`config.mk`:
```
export PLATFORM = sky130hd
export DESIGN_NAME = systolic_seq_ctrl_flat
export DESIGN_NICKNAME = d
export VERILOG_FILES = /design/src/rtl/systolic_pkg.sv /design/src/rtl/systolic_seq_ctrl_if.sv /design/src/rtl/seq_counter.sv /design/src/rtl/systolic_seq_ctrl.sv /design/src/flat_wrapper.sv
export SDC_FILE = /design/constraint.sdc
export NUM_CORES = 1
export LEC_CHECK = 0
export BUFFER_PORTS_ARGS = -buffer_cell sky130_fd_sc_hd__buf_4
export CORE_AREA = 2 2 82 84
export DETAILED_ROUTE_END_ITERATION = 6
export DIE_AREA = 0 0 84 86
export PLACE_DENSITY = 0.76
export SLEW_MARGIN = 20
export SYNTH_ARGS = -nofsm -noshare
export SYNTH_HDL_FRONTEND = slang
export SYNTH_HIERARCHICAL = 1
export SYNTH_SLANG_ARGS = --single-unit
```
`constraint.sdc`:
```
create_clock -name clk -period 1.9 [get_ports clk]
set_input_delay 0.095 -clock clk [delete_from_list [all_inputs] [get_ports clk]]
set_output_delay 0.095 -clock clk [all_outputs]
set_load 0.02 [all_outputs]
```
`src/rtl/systolic_pkg.sv`:
```
// Shared types and helpers for the systolic matrix-multiply sequencer.
// Latency: n/a (types, constants and pure functions only).
// Backpressure: n/a.
package systolic_pkg;

  localparam int ROW_DIM  = 8;
  localparam int ROW_BITS = 8;

  typedef enum logic [2:0] {
    IDLE,
    LOAD_A,
    LOAD_B,
    COMPUTE,
    READ_C,
    DONE
  } state_t;

  typedef logic signed [ROW_BITS-1:0] row_t [ROW_DIM];

  // Skewed wavefront: DIM cycles to fill, DIM-1 to drain, DIM-1 for the last products.
  function automatic int compute_cycles(input int dim);
    return 3 * dim - 2;
  endfunction

  function automatic logic [ROW_DIM*ROW_BITS-1:0] pack_row(input row_t r);
    logic [ROW_DIM*ROW_BITS-1:0] d;
    d = '0;
    for (int k = 0; k < ROW_DIM; k++) begin
      d[k*ROW_BITS +: ROW_BITS] = r[k];
    end
    return d;
  endfunction

  function automatic row_t unpack_row(input logic [ROW_DIM*ROW_BITS-1:0] d);
    row_t r;
    for (int k = 0; k < ROW_DIM; k++) begin
      r[k] = $signed(d[k*ROW_BITS +: ROW_BITS]);
    end
    return r;
  endfunction

endpackage

```
`src/rtl/systolic_seq_ctrl_if.sv`:
```
// Host row stream and C-row readout handshake bundle for the sequencer.
// Latency: n/a (wires only).
// Backpressure: host side valid/ready; consumer side c_valid/c_ready.
interface systolic_seq_ctrl_if #(
  parameter int DIM     = 8,
  parameter int BITS_AB = 8
);
  localparam int RW = $clog2(DIM);

  logic                   host_valid;
  logic                   host_ready;
  logic [DIM*BITS_AB-1:0] host_data;
  logic                   c_valid;
  logic                   c_ready;
  logic [RW-1:0]          mac_crow;

  // Host/DMA and C consumer side.
  modport master (
    output host_valid, host_data, c_ready,
    input  host_ready, c_valid, mac_crow
  );

  // Sequencer side.
  modport slave (
    input  host_valid, host_data, c_ready,
    output host_ready, c_valid, mac_crow
  );

endinterface

```
`src/rtl/seq_counter.sv`:
```
// Up/down row/cycle counter with clear, increment and fixed terminal compare.
// Latency: count updates one cycle after inc; at_term is combinational on the count.
// Backpressure: none; holds its value whenever inc is low.
module seq_counter #(
  parameter int          W    = 3,
  parameter int unsigned INIT = 0,
  parameter int unsigned TERM = 7
) (
  input  logic         clk,
  input  logic         rst,
  input  logic         clr,
  input  logic         inc,
  input  logic         down,
  output logic [W-1:0] cnt,
  output logic         at_term
);

  localparam logic [W-1:0] INIT_V = W'(INIT);
  localparam logic [W-1:0] TERM_V = W'(TERM);

  assign at_term = (cnt == TERM_V);

  // Step toward TERM; stepping from TERM reloads INIT explicitly instead of relying on wrap.
  always_ff @(posedge clk) begin
    if (rst || clr) begin
      cnt <= INIT_V;
    end else if (inc) begin
      if (at_term) begin
        cnt <= INIT_V;
      end else if (down) begin
        cnt <= cnt - 1'b1;
      end else begin
        cnt <= cnt + 1'b1;
      end
    end
  end

endmodule

```
`src/rtl/systolic_seq_ctrl.sv`:
```
// Sequencer for one DIMxDIM multiply: load A rows, load B rows, run the skewed window, read C rows.
// Latency: unstalled, start in cycle 0 gives done in cycle 2*DIM + (3*DIM-2) + DIM + 1.
// Backpressure: host rows stall on host_valid low; C readout stalls indefinitely on c_ready low.
module systolic_seq_ctrl
  import systolic_pkg::*;
#(
  parameter int BITS_AB = 8,
  parameter int BITS_C  = 16,
  parameter int DIM     = 8
) (
  input  logic                      clk,
  input  logic                      rst,
  input  logic                      start,
  output logic                      busy,
  output logic                      done,
  systolic_seq_ctrl_if.slave        bus,
  output logic [$clog2(DIM)-1:0]    b_row_idx,
  output logic                      memA_en,
  output logic                      memA_wren,
  output logic [$clog2(DIM)-1:0]    memA_row,
  output logic signed [BITS_AB-1:0] memA_din [DIM],
  output logic                      memB_en,
  output logic signed [BITS_AB-1:0] memB_din [DIM],
  output logic                      mac_en,
  output logic                      mac_clr
);

  localparam int          RW       = $clog2(DIM);
  localparam int          CW       = $clog2(3 * DIM);
  localparam int unsigned CYC_LAST = 32'(compute_cycles(DIM) - 1);

  // The accumulators must at least hold one full-width product.
  if (BITS_C < 2 * BITS_AB) begin : g_bits_c_chk
    $error("BITS_C is too narrow for BITS_AB x BITS_AB products");
  end

  state_t        state_q, state_d;
  logic          mac_clr_q;
  logic [RW-1:0] a_cnt, b_cnt, c_cnt;
  logic [CW-1:0] cyc_cnt;
  logic          a_last, b_last, cyc_last, c_last;
  logic          in_idle, a_beat, b_beat, c_accept;
  logic          host_ready_w, c_valid_w;
  logic [RW-1:0] mac_crow_w;
  logic          unused_cyc_cnt;

  assign in_idle  = (state_q == IDLE);
  assign a_beat   = (state_q == LOAD_A) && bus.host_valid;
  assign b_beat   = (state_q == LOAD_B) && bus.host_valid;
  assign c_accept = (state_q == READ_C) && bus.c_ready;

  // The window length is only needed through its terminal flag.
  assign unused_cyc_cnt = ^cyc_cnt;

  seq_counter #(.W(RW), .INIT(0), .TERM(DIM - 1)) u_a_cnt (
    .clk(clk), .rst(rst), .clr(in_idle), .inc(a_beat), .down(1'b0),
    .cnt(a_cnt), .at_term(a_last)
  );

  // B arrives last-row-first, so this one counts down.
  seq_counter #(.W(RW), .INIT(DIM - 1), .TERM(0)) u_b_cnt (
    .clk(clk), .rst(rst), .clr(in_idle), .inc(b_beat), .down(1'b1),
    .cnt(b_cnt), .at_term(b_last)
  );

  seq_counter #(.W(CW), .INIT(0), .TERM(CYC_LAST)) u_cyc_cnt (
    .clk(clk), .rst(rst), .clr(in_idle), .inc(state_q == COMPUTE), .down(1'b0),
    .cnt(cyc_cnt), .at_term(cyc_last)
  );

  seq_counter #(.W(RW), .INIT(0), .TERM(DIM - 1)) u_c_cnt (
    .clk(clk), .rst(rst), .clr(in_idle), .inc(c_accept), .down(1'b0),
    .cnt(c_cnt), .at_term(c_last)
  );

  // State register plus the accumulator clear, which lands on the first LOAD_A cycle.
  always_ff @(posedge clk) begin
    if (rst) begin
      state_q   <= IDLE;
      mac_clr_q <= 1'b0;
    end else begin
      state_q   <= state_d;
      mac_clr_q <= in_idle && start;
    end
  end

  // Next-state and per-state control strobes.
  always_comb begin
    state_d      = state_q;
    busy         = 1'b0;
    done         = 1'b0;
    host_ready_w = 1'b0;
    memA_en      = 1'b0;
    memA_wren    = 1'b0;
    memA_row     = '0;
    memB_en      = 1'b0;
    mac_en       = 1'b0;
    c_valid_w    = 1'b0;
    mac_crow_w   = '0;
    case (state_q)
      IDLE: begin
        if (start) state_d = LOAD_A;
      end
      LOAD_A: begin
        busy         = 1'b1;
        host_ready_w = 1'b1;
        memA_wren    = bus.host_valid;
        memA_row     = a_cnt;
        if (a_beat && a_last) state_d = LOAD_B;
      end
      LOAD_B: begin
        busy         = 1'b1;
        host_ready_w = 1'b1;
        memB_en      = bus.host_valid;
        if (b_beat && b_last) state_d = COMPUTE;
      end
      COMPUTE: begin
        busy    = 1'b1;
        memA_en = 1'b1;
        memB_en = 1'b1;
        mac_en  = 1'b1;
        if (cyc_last) state_d = READ_C;
      end
      READ_C: begin
        busy       = 1'b1;
        c_valid_w  = 1'b1;
        mac_crow_w = c_cnt;
        if (c_accept && c_last) state_d = DONE;
      end
      DONE: begin
        busy    = 1'b1;
        done    = 1'b1;
        state_d = IDLE;
      end
      default: state_d = IDLE;
    endcase
  end

  // Host row fans straight out to whichever memory is loading; zeros otherwise, which also
  // feeds the zero skew fill into memB during COMPUTE.
  always_comb begin
    for (int k = 0; k < DIM; k++) begin
      memA_din[k] = '0;
      memB_din[k] = '0;
      if (state_q == LOAD_A) memA_din[k] = $signed(bus.host_data[k*BITS_AB +: BITS_AB]);
      if (state_q == LOAD_B) memB_din[k] = $signed(bus.host_data[k*BITS_AB +: BITS_AB]);
    end
  end

  assign b_row_idx      = b_cnt;
  assign mac_clr        = mac_clr_q;
  assign bus.host_ready = host_ready_w;
  assign bus.c_valid    = c_valid_w;
  assign bus.mac_crow   = mac_crow_w;

endmodule

```
`src/flat_wrapper.sv`:
```
// flat-port wrapper written by rule: the top's interface ports become plain ports
module systolic_seq_ctrl_flat import systolic_pkg::*;
#(
  parameter int BITS_AB = 8,
  parameter int BITS_C  = 16,
  parameter int DIM     = 8
)
  (clk, rst, start, busy, done, b_row_idx, memA_en, memA_wren, memA_row, memA_din, memB_en, memB_din, mac_en, mac_clr, bus_host_valid, bus_host_data, bus_c_ready, bus_host_ready, bus_c_valid, bus_mac_crow);
  systolic_seq_ctrl_if #(.DIM(DIM), .BITS_AB(BITS_AB)) bus_i ();
  input  logic clk;
  input  logic rst;
  input  logic start;
  output logic busy;
  output logic done;
  output logic [$clog2(DIM)-1:0] b_row_idx;
  output logic memA_en;
  output logic memA_wren;
  output logic [$clog2(DIM)-1:0] memA_row;
  output logic signed [BITS_AB-1:0] memA_din[DIM];
  output logic memB_en;
  output logic signed [BITS_AB-1:0] memB_din[DIM];
  output logic mac_en;
  output logic mac_clr;
  input wire logic [$bits(bus_i.host_valid)-1:0] bus_host_valid;
  input wire logic [$bits(bus_i.host_data)-1:0] bus_host_data;
  input wire logic [$bits(bus_i.c_ready)-1:0] bus_c_ready;
  output wire logic [$bits(bus_i.host_ready)-1:0] bus_host_ready;
  output wire logic [$bits(bus_i.c_valid)-1:0] bus_c_valid;
  output wire logic [$bits(bus_i.mac_crow)-1:0] bus_mac_crow;
  assign bus_i.host_valid = bus_host_valid;
  assign bus_i.host_data = bus_host_data;
  assign bus_i.c_ready = bus_c_ready;
  assign bus_host_ready = bus_i.host_ready;
  assign bus_c_valid = bus_i.c_valid;
  assign bus_mac_crow = bus_i.mac_crow;
  systolic_seq_ctrl #(.BITS_AB(BITS_AB), .BITS_C(BITS_C), .DIM(DIM)) u_core (.clk(clk), .rst(rst), .start(start), .busy(busy), .done(done), .bus(bus_i), .b_row_idx(b_row_idx), .memA_en(memA_en), .memA_wren(memA_wren), .memA_row(memA_row), .memA_din(memA_din), .memB_en(memB_en), .memB_din(memB_din), .mac_en(mac_en), .mac_clr(mac_clr));
endmodule
```
Word-level counts from Yosys, hierarchy flattened. Cells that the tools add are included.

Add/subtract/negate cells: 4. Multipliers: 0. Div/mod/pow operators: 0. $lt $le $gt $ge: 0. Eq/ne operators: 13. Shifts and indexed selects: 0. Multiplexer cells: 35. Bitwise operators: 0. Reduce and logical (&&, ||, !) cells: 13.

Operators by type and width (count): $mux W8 (16); $mux W3 (10); $pmux W3 S5 (1); $eq A3 B3 Y1 const B (4); $logic_and A1 B1 Y1 (7); $add A3 B1 Y3 const B (2); $eq A3 B2 Y1 const B (2); $logic_not A3 Y1 (2); $mux W1 (6); $ne A2 B2 Y1 const B (3); $add A5 B1 Y5 const B (1); $eq A5 B5 Y1 const B (1); $mux W5 (1); $reduce_and A5 Y1 (1); $reduce_or A5 Y1 (1); $ne A2 B1 Y1 const B (2); $eq A3 B1 Y1 const B (1); $sub A3 B1 Y3 const B (1); $pmux W1 S2 (1); $reduce_or A2 Y1 (1); $logic_or A1 B1 Y1 (1).

Register bits: 18. Latch bits: 0. Memory bits (writable): 0. ROM bits: 0. Logic and storage cells: 71. Memories: 0.

Depth between registers and ports, before layout. Gate-level depths: netlist (run 1).

Depth in word-level cells: 5. Mapped depth: 8. Gate-level depth less buffers: 7.

Cells and area by module. Netlist (run 1), hierarchy kept.

By module, submodules not included: systolic_seq_ctrl (instances 1, cells an instance 199, area an instance 1262.5 µm², sequential area each 80.1 µm²); seq_counter (u_core.u_cyc_cnt) (instances 1, cells an instance 40, area an instance 347.8 µm², sequential area each 100.1 µm²); seq_counter (u_core.u_a_cnt ...) (instances 2, cells an instance 18, area an instance 172.7 µm², sequential area each 60.1 µm²); seq_counter (u_core.u_b_cnt) (instances 1, cells an instance 19, area an instance 160.2 µm², sequential area each 60.1 µm²).

Worst setup path before layout (run 1). No wires, ideal clock.

Path type: register -> register. From: register u_core.state_q[1]. To: register u_core.u_a_cnt.cnt[2]. Setup time: 0.091 ns. Arrival: 1.813 ns. Required time: 1.809 ns. Slack: -0.004 ns. Stages on the path, launching flop included: 7. Buffers on the path: 2. Period minus slack after synthesis: 1.904 ns. Cells stage by stage: dfxtp_1 buf_6 nor3b_2 buf_4 and2_1 or3b_1 a311oi_1.

Longest elaborated chain between the ends: 2. Elaborated cells between the ends (all ways): 4. Those cells by class: eq/ne: 1; reduce/logical: 3.

Ends and longest elaborated chain: start: declaration (RTL line systolic_seq_ctrl.sv:37) `state_t state_q, state_d;`; start signal: assignment (RTL line systolic_seq_ctrl.sv:82) `state_q <= state_d;`; $eq A3 B1 Y1 / $logic_not A3 Y1 (equally long branches) (RTL line systolic_seq_ctrl.sv:48, systolic_seq_ctrl.sv:47); $logic_and A1 B1 Y1 / $logic_or A1 B1 Y1 (equally long branches) (RTL line systolic_seq_ctrl.sv:48, seq_counter.sv:25); end signal: assignment (RTL line seq_counter.sv:31) `cnt <= cnt - 1'b1;`; end signal: assignment (RTL line seq_counter.sv:33) `cnt <= cnt + 1'b1;`; end: declaration (RTL line seq_counter.sv:14) `output logic [W-1:0] cnt,`.

Parallel ways exist; a longest one is shown, timed or not. A chain may end at the register's enable or synchronous reset.

Final worst setup path (run 1).
From: register u_core.u_cyc_cnt.cnt[0]. To: register u_core.u_cyc_cnt.cnt[4].

Longest elaborated chain between the ends: 2. Elaborated cells between the ends (all ways): 3. Those cells by class: add/sub: 1; eq/ne: 1; mux: 1.

Ends and longest elaborated chain: start: declaration (RTL line seq_counter.sv:14); start signal: assignment (RTL line seq_counter.sv:31); start signal: assignment (RTL line seq_counter.sv:33); $add A5 B1 Y5 / $eq A5 B5 Y1 (equally long branches) (RTL line seq_counter.sv:33, seq_counter.sv:21); $mux W5 * (RTL line seq_counter.sv:28) `if (at_term) begin`.

Mark *: on every way between the ends. The rest lies on a longest branch, timed or not.

==> results of run 1 <==
[routing by layer]
layer | track usage [%] | share of wire (%) | wire length [um]
met1 | 26.5 | 40 | 3420
met2 | 41.4 | 53 | 4590
met3 | 3.75 | 5.9 | 510
met4 | 5.13 | 0.99 | 85
met5 | 0 | 0 | 0
[worst min path at each step]
stage | to | slack [ns] | depth (start not counted)
6_report | u_core/mac_clr | 0.09 | 2
5_1_grt | u_core/mac_clr | 0.09 | 2
4_1_cts | u_core/mac_clr | 0.09 | 2
3_5_place_dp | u_core/mac_clr | 0.36 | 2
3_3_place_gp | u_core/mac_clr | 0.35 | 2
2_1_floorplan | u_core/state_q[2] | 0.16 | 1
[stage by stage]
stage | power, mW | setup slack [ns] | util [%] | cells | cell area, um2
finish | 4.02 | 0.142 | 61.9 | 583 | 3890
global route | 4.28 | 0.0197 | 61.9 | 583 | 3890
CTS | 4.04 | 0.106 | 61.9 | 583 | 3890
detailed placement | 3.72 | 0.164 | 61.1 | 579 | 3830
global placement | 3.70 | 0.212 | 61.1 | 579 | 3830
floorplan | 2.34 | 0.0888 | - | 304 | 2150
[cell type report]
class / count / area [um2]
flip-flops and latches: 18 / 362
repair buffers: 224 / 1690
well taps: 77 / 96.3
clock buffers: 4 / 55.1
inverters: 12 / 45.0
fillers: 579 / 2390
multi-input cells: 248 / 1640
[state kept, by name, summed over array words and instances, names as in the netlist]
register and cells:
u_core/state_q 3, u_core/mac_clr 1, u_core/u_a_cnt/cnt 3, u_core/u_c_cnt/cnt 3, u_core/u_cyc_cnt/cnt 5, u_core/u_b_cnt/cnt 3
[kinds of logic after synthesis]
logic type / after synthesis / share of synthesized area (%)
AOI/OAI and AO/OA: 25 / 8.81
xor gates and xnor gates: 10 / 4.14
adders and majority gates: 7 / 5.56
buffers and inverters: 38 / 7.98
DFF: 18 / 17.0
other: 2 / 0.355
and+or+nand+nor: 194 / 56.1
[Yosys cell counts (all sizes together), types with 2 or more instances]
cell type / instances / area, um2
and3: 73 / 462
and2: 71 / 444
clkbuf: 21 / 87.6
dfxtp: 18 / 360
inv: 12 / 45.0
nand2: 8 / 30.0
nor2: 7 / 26.3
nor3: 7 / 35.0
nor2b: 6 / 40.0
xnor2: 6 / 52.6
a21oi: 5 / 25.0
buf: 5 / 36.3
nand2b: 5 / 31.3
nand3: 5 / 25.0
fa: 4 / 80.1
xor2: 4 / 35.0
ha: 3 / 37.5
o211ai: 3 / 22.5
a211oi: 2 / 15.0
a21o: 2 / 16.3
a311oi: 2 / 17.5
conb: 2 / 7.51
nand3b: 2 / 15.0
o22a: 2 / 17.5
o22ai: 2 / 12.5
o31ai: 2 / 20.0
or2: 2 / 12.5
or2b: 2 / 15.0
or3b: 2 / 17.5
[power breakdown]
part | internal (mW) | total, mW | switching, mW
Combinational | 1.39 | 3.25 | 1.85
Clock | 0.184 | 0.314 | 0.130
Sequential | 0.413 | 0.461 | 0.0487
[critical path: stages, from the launching register on]
cell and delay (ns):
dfxtp_1 0.36, fa_1 0.44, and3_4 0.19, or3_1 0.36
a31oi_1 0.19, o22ai_1 0.10
==> flow_summary.ini, run 1 <==
[status]
run_status = finished clean

[power]
power_density_mw_per_mm2 = 1030
irDropWorstVdd_mv = 0.614
static-leakage-power_nw = 2.27

[cts]
clock_tree.htree_level_count = 1
ctsHoldBuffers = 0
path_clk_slew_ns = 0.07
cts_resized = 0
cts_inserted_buffers = 3
ctsRootBufferMaster = clkbuf_8
post-cts-setup-buffers = 0
insertion_delay_ns = 0.25
max-clock-path-buffers = 2
cts_tree = yes
cts.sinks = 18

[critical_path]
worst_setup_path_end_kind = flop
critical_path.reg2reg.endpoint = u_core/u_cyc_cnt/cnt[4]
worst_ep_required_time_ns = 2.04
timing.critical_path.from = u_core/u_cyc_cnt/cnt[0]
worstReg2RegStart = u_core/u_cyc_cnt/cnt[0]
worst-endpoint-arrival_ns = 1.90
endpoint = u_core/u_cyc_cnt/cnt[4]
worst-path-max-fanout = 4
r2r_cells = 5
regToRegSetupSlack_ns = 0.14
critical_path_class = reg2reg
worst_setup_path_start_kind = flop

[hold_path]
worst_hold_path_type = in2reg
hold_path.startpoint = start

[die]
die-height_um = 86
placeable_core_region_mm2 = 0.00628
fp.dieArea_mm2 = 0.00722
width_of_the_die_um = 84
floorplan.initialDensity_pct = 33.7
rows = 29
io_pins = 215

[sta]
period_minus_slack_ns = 1.76
grt_setup_unrepaired = false
final_hold_violation_count = 0
min_period_over_period_pct = 92.5
fin_worst_hold_slack_ns = 0.0907
finalSetupViolations = 0
worst_clock_skew_ns = 0.00166
drv_slew = 0
totalNegativeSetupSlack_ns = 0
max_clock_freq_mhz = 569

[final_layout]
final_layout_size_suffix_gt1_share_pct = 46.8
layout_commonest_cell = buf_4
most_frequent_cells_in_the_layout = buf_4 (223), and3_1 (72), and2_1 (69)
diodes = 0
nNetsFinal = 583
areaGrowthSynthToFinish_pct = 83.8

[placement]
io_buffer_count = 214
gp_routability_congestion = 0.819
dp_hpwl_mm = 7.07

[synthesis]
synth_seq_cells = 18
most_used_dff_post_synth = dfxtp_1
synth_cell_types = 47
synth.yosys.warnings = 6
asr_flop_ratio_synth_pct = 0
yosysSeqAreaShare_pct = 17.0
synthCells = 294
syn_avg_cell_area_um2 = 7.20
post_synth_instance_area_mm2 = 0.00212
number_of_enable_flip_flop_cells_after_synthesis = 0

[drt]
via_per_inst = 4.70
dr.pass1.iters = 4
dr_total_vias = 2740
post-route-drc-count = 0
first_iter_violations = 107
routed_wirelength_mm = 8.61
wl_per_cell_um = 14.8
postRouteAntennaNets = 0

[global_routing]
pin_count_of_the_biggest_net_entering_global_routing = 69
grt_first_pass_wirelength_mm = 13.2
overall_fraction_of_global_route_tracks_in_use_pct = 22.2
globalRoute.totalOverflow = 0
antenna_violations_before_repair = 0
vias_in_the_first_global_route = 2638

[job]
drv_cap = 0
Power figures use the tool's default switching activity.
==> run 2, diff against run 1 <==
--- a/config.mk
+++ b/config.mk
@@ -9,7 +9,7 @@
 export CORE_AREA = 2 2 82 84
 export DETAILED_ROUTE_END_ITERATION = 6
 export DIE_AREA = 0 0 84 86
-export PLACE_DENSITY = 0.76
+export PLACE_DENSITY = 0.72
 export SLEW_MARGIN = 20
 export SYNTH_ARGS = -nofsm -noshare
 export SYNTH_HDL_FRONTEND = slang
==> run 2 against run 1 <==
- flip-flop and latch count unchanged
- cell count stayed put
- clock power grew 4%
- via count up 3.8%
- die area is the same
- core utilization rose by 0.18 points
- clock skew increased by 0.00096 ns
- critical endpoint is now memB_din[63]
==> flow_summary.ini, run 2 (synthesized netlist as in run 1, its figures left out) <==
[power]
irDropWorstVdd_mv = 0.538
power_density_mw_per_mm2 = 1050
total_power_draw_mw = 4.09
static-leakage-power_nw = 2.28

[cts]
path_clk_slew_ns = 0.07
insertion_delay_ns = 0.26
cts_resized = 0
cts_inserted_buffers = 3
ctsHoldBuffers = 0
clock_tree.htree_level_count = 1
cts_tree = yes
max-clock-path-buffers = 2
cts.sinks = 18
post-cts-setup-buffers = 0
ctsRootBufferMaster = clkbuf_8

[die]
floorplan.initialDensity_pct = 33.7
width_of_the_die_um = 84
die-height_um = 86
io_pins = 215
placeable_core_region_mm2 = 0.00628
fp.dieArea_mm2 = 0.00722
rows = 29

[placement]
postPlaceCellArea_mm2 = 0.00384
total_instance_count_after_detailed_placement = 579
io_buffer_count = 214
dp_hpwl_mm = 7.73
gp_routability_congestion = 0.886
dpl_worst_slack_ns = 0.176

[sta]
worst_clock_skew_ns = 0.00262
final_hold_violation_count = 0
fin_worst_hold_slack_ns = 0.106
drv_slew = 0
period_minus_slack_ns = 1.81
grt_setup_unrepaired = false
finalSetupViolations = 0
min_period_over_period_pct = 95.2
final_critical_path_setup_slack_ns = 0.0920
totalNegativeSetupSlack_ns = 0
max_clock_freq_mhz = 553

[drt]
first_iter_violations = 146
dr.pass1.iters = 4
wl_per_cell_um = 16.1
via_per_inst = 4.88
postRouteAntennaNets = 0
routed_wirelength_mm = 9.38
dr_total_vias = 2844
post-route-drc-count = 0

[final_layout]
nNetsFinal = 583
final_layout_size_suffix_gt1_share_pct = 46.6
layout_commonest_cell = buf_4
most_frequent_cells_in_the_layout = buf_4 (222), and3_1 (72), and2_1 (69)
finalInstanceArea_mm2 = 0.00390
layout.cells.non_filler = 583
utilization_pct = 62.1
largest_reg_flops = 5
top_register = u_core/u_cyc_cnt/cnt
diodes = 0
areaGrowthSynthToFinish_pct = 84.3

[critical_path]
worst_setup_path_start_kind = flop
worst-path-max-fanout = 66
critPathTopFamily = flip-flops
worst_setup_path_end_kind = output port
worst-endpoint-arrival_ns = 1.71
path_buf_inv = 2
crit_path_max_incr_delay_ns = 0.52
critical_path_class = reg2out
worst_ep_required_time_ns = 1.80
critical-path-slowest-cell = dfxtp_1
critical_path.cell_chain = nor2b_4 -> buf_12 -> and3_1 -> buf_4

[job]
drv_cap = 0

[hold_path]
worst_hold_path_type = in2reg

[global_routing]
vias_in_the_first_global_route = 2721
grt_first_pass_wirelength_mm = 13.9
antenna_violations_before_repair = 0
overall_fraction_of_global_route_tracks_in_use_pct = 23.8
pin_count_of_the_biggest_net_entering_global_routing = 67
globalRoute.totalOverflow = 0

[status]
run_status = finished clean
-- run 2: path summary, 6_finish.rpt --
kind                             end                     from  slack [ns]  depth (start not counted)
max                     memB_din[63]        u_core/state_q[1]        0.09                          4
min                   u_core/mac_clr                    start        0.11                          2
max reg2reg    u_core/u_c_cnt/cnt[2]    u_core/u_c_cnt/cnt[0]        0.15                          5
min reg2reg  u_core/u_cyc_cnt/cnt[2]  u_core/u_cyc_cnt/cnt[2]        0.50                          2
-- run 2: cell type report --
cell class                 instances  area (um2)
clock buffer                       4        55.1
inverter                          12        45.0
multi-input combinational        248        1640
sequential                        18         360
fill                             622        2380
timing repair buffer             224        1710
tap                               77        96.3
-- run 2: power by group --
| part | total (mW) | switching (mW) | leakage [nW] | internal (mW) |
|---|---|---|---|---|
| clock | 0.325 | 0.141 | 0.0288 | 0.184 |
| sequential | 0.463 | 0.0524 | 0.146 | 0.410 |
| combinational | 3.30 | 1.89 | 2.10 | 1.41 |
-- run 2: layer usage --
| metal | GRT usage, % | share of wire [%] | vias up |
|---|---|---|---|
| met5 | 0 | 0 | - |
| met1 | 30.4 | 40 | 1275 |
| met3 | 6.16 | 9.6 | 12 |
| li1 | - | - | 1406 |
| met4 | 4.84 | 1.6 | 0 |
| met2 | 40.7 | 49 | 151 |
